<file path="config.mk">
export PLATFORM = sky130hd
export DESIGN_NAME = regfile_write_arbiter
export DESIGN_NICKNAME = d
export VERILOG_FILES = /design/src/rtl/regfile_write_arbiter.sv
export SDC_FILE = /design/constraint.sdc
export NUM_CORES = 1
export LEC_CHECK = 0
export BUFFER_PORTS_ARGS = -buffer_cell sky130_fd_sc_hd__buf_2
export CAP_MARGIN = 10
export CORE_AREA = 2 2 88 90
export CTS_CLUSTER_DIAMETER = 60
export DETAILED_ROUTE_END_ITERATION = 7
export DIE_AREA = 0 0 90 92
export PLACE_DENSITY = 0.84
export SYNTH_ARGS = -nofsm -noshare
export SYNTH_HDL_FRONTEND = slang
export SYNTH_SLANG_ARGS = --single-unit
</file>
<file path="constraint.sdc">
create_clock -name clk -period 4.6 [get_ports clk]
set_clock_uncertainty 0.15 [all_clocks]
set_input_delay 0 -clock clk [delete_from_list [all_inputs] [get_ports clk]]
set_output_delay 0 -clock clk [all_outputs]
set_load 0.01 [all_outputs]
</file>
<file path="src/rtl/regfile_write_arbiter.sv">
// regfile_write_arbiter: shares the register file write port (AD3/WE3/WD3) between
// the ALU writeback path, the memory/load unit and a trigger-flag write.
// Each requester has a one-entry holding buffer with a valid/ready handshake.
// Optional feature macro: REGFILE_ARB_ROUND_ROBIN_EN. When it is defined, the two
// buffers are served round-robin. When it is undefined, MEM has fixed priority over ALU.
module regfile_write_arbiter #(
  parameter int unsigned ADDRESS_WIDTH = 5,
  parameter int unsigned DATA_WIDTH    = 32,
  parameter int unsigned TRIGGER_REG   = 5
) (
  input  logic                     clk,
  input  logic                     rst_n_i,
  input  logic                     alu_valid_i,
  output logic                     alu_ready_o,
  input  logic [ADDRESS_WIDTH-1:0] alu_addr_i,
  input  logic [DATA_WIDTH-1:0]    alu_data_i,
  input  logic                     mem_valid_i,
  output logic                     mem_ready_o,
  input  logic [ADDRESS_WIDTH-1:0] mem_addr_i,
  input  logic [DATA_WIDTH-1:0]    mem_data_i,
  input  logic                     trigger_i,
  input  logic [ADDRESS_WIDTH-1:0] rs1_i,
  input  logic [ADDRESS_WIDTH-1:0] rs2_i,
  output logic                     hazard_o,
  output logic [ADDRESS_WIDTH-1:0] AD3_o,
  output logic                     WE3_o,
  output logic [DATA_WIDTH-1:0]    WD3_o,
  output logic                     busy_o
);

  localparam logic [ADDRESS_WIDTH-1:0] TrigAddr = ADDRESS_WIDTH'(TRIGGER_REG);

  logic                     alu_full_q, alu_full_d;
  logic [ADDRESS_WIDTH-1:0] alu_addr_q, alu_addr_d;
  logic [DATA_WIDTH-1:0]    alu_data_q, alu_data_d;
  logic                     mem_full_q, mem_full_d;
  logic [ADDRESS_WIDTH-1:0] mem_addr_q, mem_addr_d;
  logic [DATA_WIDTH-1:0]    mem_data_q, mem_data_d;
  logic                     trig_pend_q, trig_pend_d;
  logic                     gnt_trig, gnt_alu, gnt_mem;
  logic                     alu_hs, mem_hs;

`ifdef REGFILE_ARB_ROUND_ROBIN_EN
  logic rr_ptr_q, rr_ptr_d;
`endif

  // Grant selection from registered state only: trigger first, then the buffers.
  always_comb begin
    gnt_trig = trig_pend_q;
    gnt_alu  = 1'b0;
    gnt_mem  = 1'b0;
    if (!trig_pend_q) begin
      if (alu_full_q && mem_full_q) begin
`ifdef REGFILE_ARB_ROUND_ROBIN_EN
        gnt_alu = ~rr_ptr_q;
        gnt_mem = rr_ptr_q;
`else
        gnt_mem = 1'b1;
`endif
      end else begin
        gnt_alu = alu_full_q;
        gnt_mem = mem_full_q;
      end
    end
  end

  // Write port, ready, hazard and busy outputs.
  always_comb begin
    WE3_o = 1'b0;
    AD3_o = '0;
    WD3_o = '0;
    if (gnt_trig) begin
      WE3_o = 1'b1;
      AD3_o = TrigAddr;
      WD3_o = DATA_WIDTH'(1);
    end else if (gnt_alu) begin
      WE3_o = 1'b1;
      AD3_o = alu_addr_q;
      WD3_o = alu_data_q;
    end else if (gnt_mem) begin
      WE3_o = 1'b1;
      AD3_o = mem_addr_q;
      WD3_o = mem_data_q;
    end

    // Ready depends only on state and grant, so a buffer can drain and refill on one edge.
    alu_ready_o = ~alu_full_q | gnt_alu;
    mem_ready_o = ~mem_full_q | gnt_mem;

    hazard_o = (alu_full_q && (((rs1_i != '0) && (rs1_i == alu_addr_q)) ||
                               ((rs2_i != '0) && (rs2_i == alu_addr_q)))) ||
               (mem_full_q && (((rs1_i != '0) && (rs1_i == mem_addr_q)) ||
                               ((rs2_i != '0) && (rs2_i == mem_addr_q)))) ||
               (trig_pend_q && ((rs1_i == TrigAddr) || (rs2_i == TrigAddr)));

    busy_o = alu_full_q | mem_full_q | trig_pend_q;
  end

  assign alu_hs = alu_valid_i & alu_ready_o;
  assign mem_hs = mem_valid_i & mem_ready_o;

  // Next-state for buffers and trigger; writes to x0 are accepted but never buffered.
  always_comb begin
    alu_full_d = alu_full_q & ~gnt_alu;
    alu_addr_d = alu_addr_q;
    alu_data_d = alu_data_q;
    if (alu_hs) begin
      alu_full_d = (alu_addr_i != '0);
      alu_addr_d = alu_addr_i;
      alu_data_d = alu_data_i;
    end

    mem_full_d = mem_full_q & ~gnt_mem;
    mem_addr_d = mem_addr_q;
    mem_data_d = mem_data_q;
    if (mem_hs) begin
      mem_full_d = (mem_addr_i != '0);
      mem_addr_d = mem_addr_i;
      mem_data_d = mem_data_i;
    end

    // A new request at the granting edge keeps the trigger pending.
    trig_pend_d = trigger_i | (trig_pend_q & ~gnt_trig);
  end

`ifdef REGFILE_ARB_ROUND_ROBIN_EN
  // After a buffer grant, prefer the other requester.
  always_comb begin
    rr_ptr_d = rr_ptr_q;
    if (gnt_alu) begin
      rr_ptr_d = 1'b1;
    end else if (gnt_mem) begin
      rr_ptr_d = 1'b0;
    end
  end

  // Round-robin pointer register.
  always_ff @(posedge clk or negedge rst_n_i) begin
    if (!rst_n_i) begin
      rr_ptr_q <= 1'b0;
    end else begin
      rr_ptr_q <= rr_ptr_d;
    end
  end
`endif

  // Buffer and trigger state; reset drops any buffered write immediately.
  always_ff @(posedge clk or negedge rst_n_i) begin
    if (!rst_n_i) begin
      alu_full_q  <= 1'b0;
      alu_addr_q  <= '0;
      alu_data_q  <= '0;
      mem_full_q  <= 1'b0;
      mem_addr_q  <= '0;
      mem_data_q  <= '0;
      trig_pend_q <= 1'b0;
    end else begin
      alu_full_q  <= alu_full_d;
      alu_addr_q  <= alu_addr_d;
      alu_data_q  <= alu_data_d;
      mem_full_q  <= mem_full_d;
      mem_addr_q  <= mem_addr_d;
      mem_data_q  <= mem_data_d;
      trig_pend_q <= trig_pend_d;
    end
  end

endmodule

</file>
==> results.cfg <==
[outcome]
status = finished, final reports clean

[logic_synthesis]
synth_area_per_cell_um2 = 10.74
ys.flop_type = dfrtp_1
synth_cell_types = 29
synth_top_area_cell = dfrtp_1
synth_edf_count = 0
synth-async-reset-ratio_pct = 100.0
synth.ff_latch_count = 77
yosys.area.top_type_share_pct = 48.64
synth_area_um2 = 3961
syn_nets = 458
seq_area_frac_synth_pct = 48.64
ys_warn_count = 0
synth_cells = 369
synth_area_leaders = dfrtp_1 49%, mux2_2 12%, mux2_4 11%

[pwr]
p_leak_uw = 0.002762
p_total_uw = 2016
p_per_area_nw_per_um2 = 357.0
peakVddDrop_v = 0.0002567

[critical_path]
cp_max_fo = 78
cp-end-kind = flop
startpoint = mem_full_q$_DFF_PN0_
cp.required_ns = 4.69
ff2ff_path_depth = 4
r2r_slack_ns = 2.36
critPathCapture = alu_data_q[20]$_DFFE_PN0N_
worstPathArrival_ns = 2.33
r2r_start = mem_full_q$_DFF_PN0_
critical_path_class = flop to flop
r2r-end = alu_data_q[20]$_DFFE_PN0N_
cp-start-kind = flop

[cells_and_area]
nNetsFinal = 658
area_growth_pct = 42.55
final_cell_mix = 129 x buf_2, 80 x dlygate4sd3_1, 76 x dfrtp_1, 69 x nor2_1, 41 x mux2_2
ff_latch_area_um2 = 1928
layout_commonest_cell = buf_2
final_area_um2 = 5647
diodes = 0
multi_input_area_um2 = 1897
final_util_pct = 75.82
num-fill-cells = 486
drive_gt1_share_pct = 38.92

[grt]
track_usage_pct = 26.85
gr-total-overflow = 0
grt_pass1_vias = 3774
antenna_found_initial = 0
grt_start_max_net_pins = 79
grt_pass1_wl_um = 17610

[die]
core_area_um2 = 7447
die_area_um2 = 8280
initial_utilization_pct = 53.19
die_w_um = 90
die_h_um = 92
ioPinCount = 131
num_rows = 32

[timing]
hold_violations = 0
slew_headroom_pct = 20.20
totalNegativeSetupSlack_ns = 0
slew_violations = 0
min_period_over_period_pct = 48.79
setup_viol = 0
fin_crit_ns = 2.244
fmax_mhz = 445.5
rsz0062_at_grt = false
tightest_slew_ns = 1.197

[route]
routed_wl_um = 10690
ant_nets = 0
wl_per_cell_um = 15.84
avgViaCountPerCell = 5.222
dr.pass1.iters = 4
via_count = 3525
drc_errors = 0
drt_iter0_markers = 122

[place]
dp_hpwl_um = 6178
postPlaceCellArea_um2 = 4632
io_buffers = 130
gp_congestion = 0.8774

[cts]
cts_resized = 0
ctsRootBufferMaster = clkbuf_8
clkLatencyLatePin_ns = 0.34
cts_tree = built
cts.sinks = 77
htreeDepth = 3
clockBufferDepth = 2
clk_pin_slew_ns = 0.08
cts_buffers = 9

[flow_run]
max-cap-violations = 0

[worst_hold_path]
worstHoldPathType = input pin to async pin
-- synth_stat cells (3+ instances only) --
| master | n |
|---|---|
| dfrtp_1 | 77 |
| nor2_1 | 69 |
| mux2_2 | 41 |
| nand2_1 | 39 |
| a21oi_1 | 35 |
| mux2_4 | 30 |
| xor2_1 | 18 |
| clkbuf_1 | 10 |
| o21ai_0 | 6 |
| buf_1 | 4 |
| buf_6 | 4 |
| nor3_1 | 4 |
| a22oi_1 | 3 |
| buf_2 | 3 |
| buf_4 | 3 |
| mux2_1 | 3 |
-- repair_timing --
action / CTS / global route
buffers inserted: 0 / 0
hold buffers: 80 / 0
endpoints found under the hold margin: 154 / 0
-- registers in the layout, indices dropped and copies added, names as in the netlist --
register	cells
mem_full_q	1
mem_data_q	32
gnt_trig	1
mem_addr_q	5
alu_data_q	32
alu_addr_q	5
alu_full_q	1
-- worst min-delay path by stage --
stage                                      endpoint  startpoint  cells past startpoint
after CTS                        gnt_trig$_DFF_PN0_   trigger_i                      2
after global routing             gnt_trig$_DFF_PN0_   trigger_i                      2
final                     mem_data_q[5]$_DFFE_PN0P_     rst_n_i                      2
after global placement           gnt_trig$_DFF_PN0_   trigger_i                      1
after floorplan           alu_addr_q[0]$_DFFE_PN0N_     rst_n_i                      0
after detailed placement         gnt_trig$_DFF_PN0_   trigger_i                      1
-- stage by stage --
stage | cells | worst slack, ns | hold slack (ns)
floorplan | 369 | 2.989 | -0.4456
global placement | 580 | 2.432 | -0.02232
detailed placement | 580 | 2.370 | -0.03172
CTS | 675 | 2.371 | 0.1761
global route | 675 | 2.218 | 0.2048
finish | 675 | 2.356 | 0.1940
-- critical path, stage by stage, from the launching register on --
cell and delay, ns:
dfrtp_2 0.37, buf_4 0.59, o21ai_2 0.16, nand2_4 0.45, mux2_2 0.40
-- metal layers --
layer	vias to the layer above	wire [µm]	track usage, %
met5	-	0	0
met4	0	332	12.56
met3	32	552	5.834
met2	141	5666	48.43
met1	1709	4138	30.35
li1	1643	-	-
-- power breakdown --
part	leakage, µW	switching, µW	internal, µW
sequential	0.000901	95.7	813
combinational	0.00176	243	305
clock	0.000105	243	317
total	0.00276	581	1430
-- logic make-up after synthesis --
kind of cell           share of synthesized area (%)
flip-flops                                     48.64
multiplexers                                   23.88
AND/OR/NAND/NOR                                12.98
XOR/XNOR                                       4.422
AO/OA/AOI/OAI                                  6.570
buffers and inverters                          3.506
-- final cells by class --
cell class	instances	area share, %
Tap cell	102	2.260
Inverter	1	0.06647
Timing Repair Buffer	213	26.15
Clock inverter	4	1.285
Clock buffer	11	2.504
Multi-Input combinational cell	267	33.59
Sequential cell	77	34.15
Note: power is estimated with default switching activity, not from simulation.
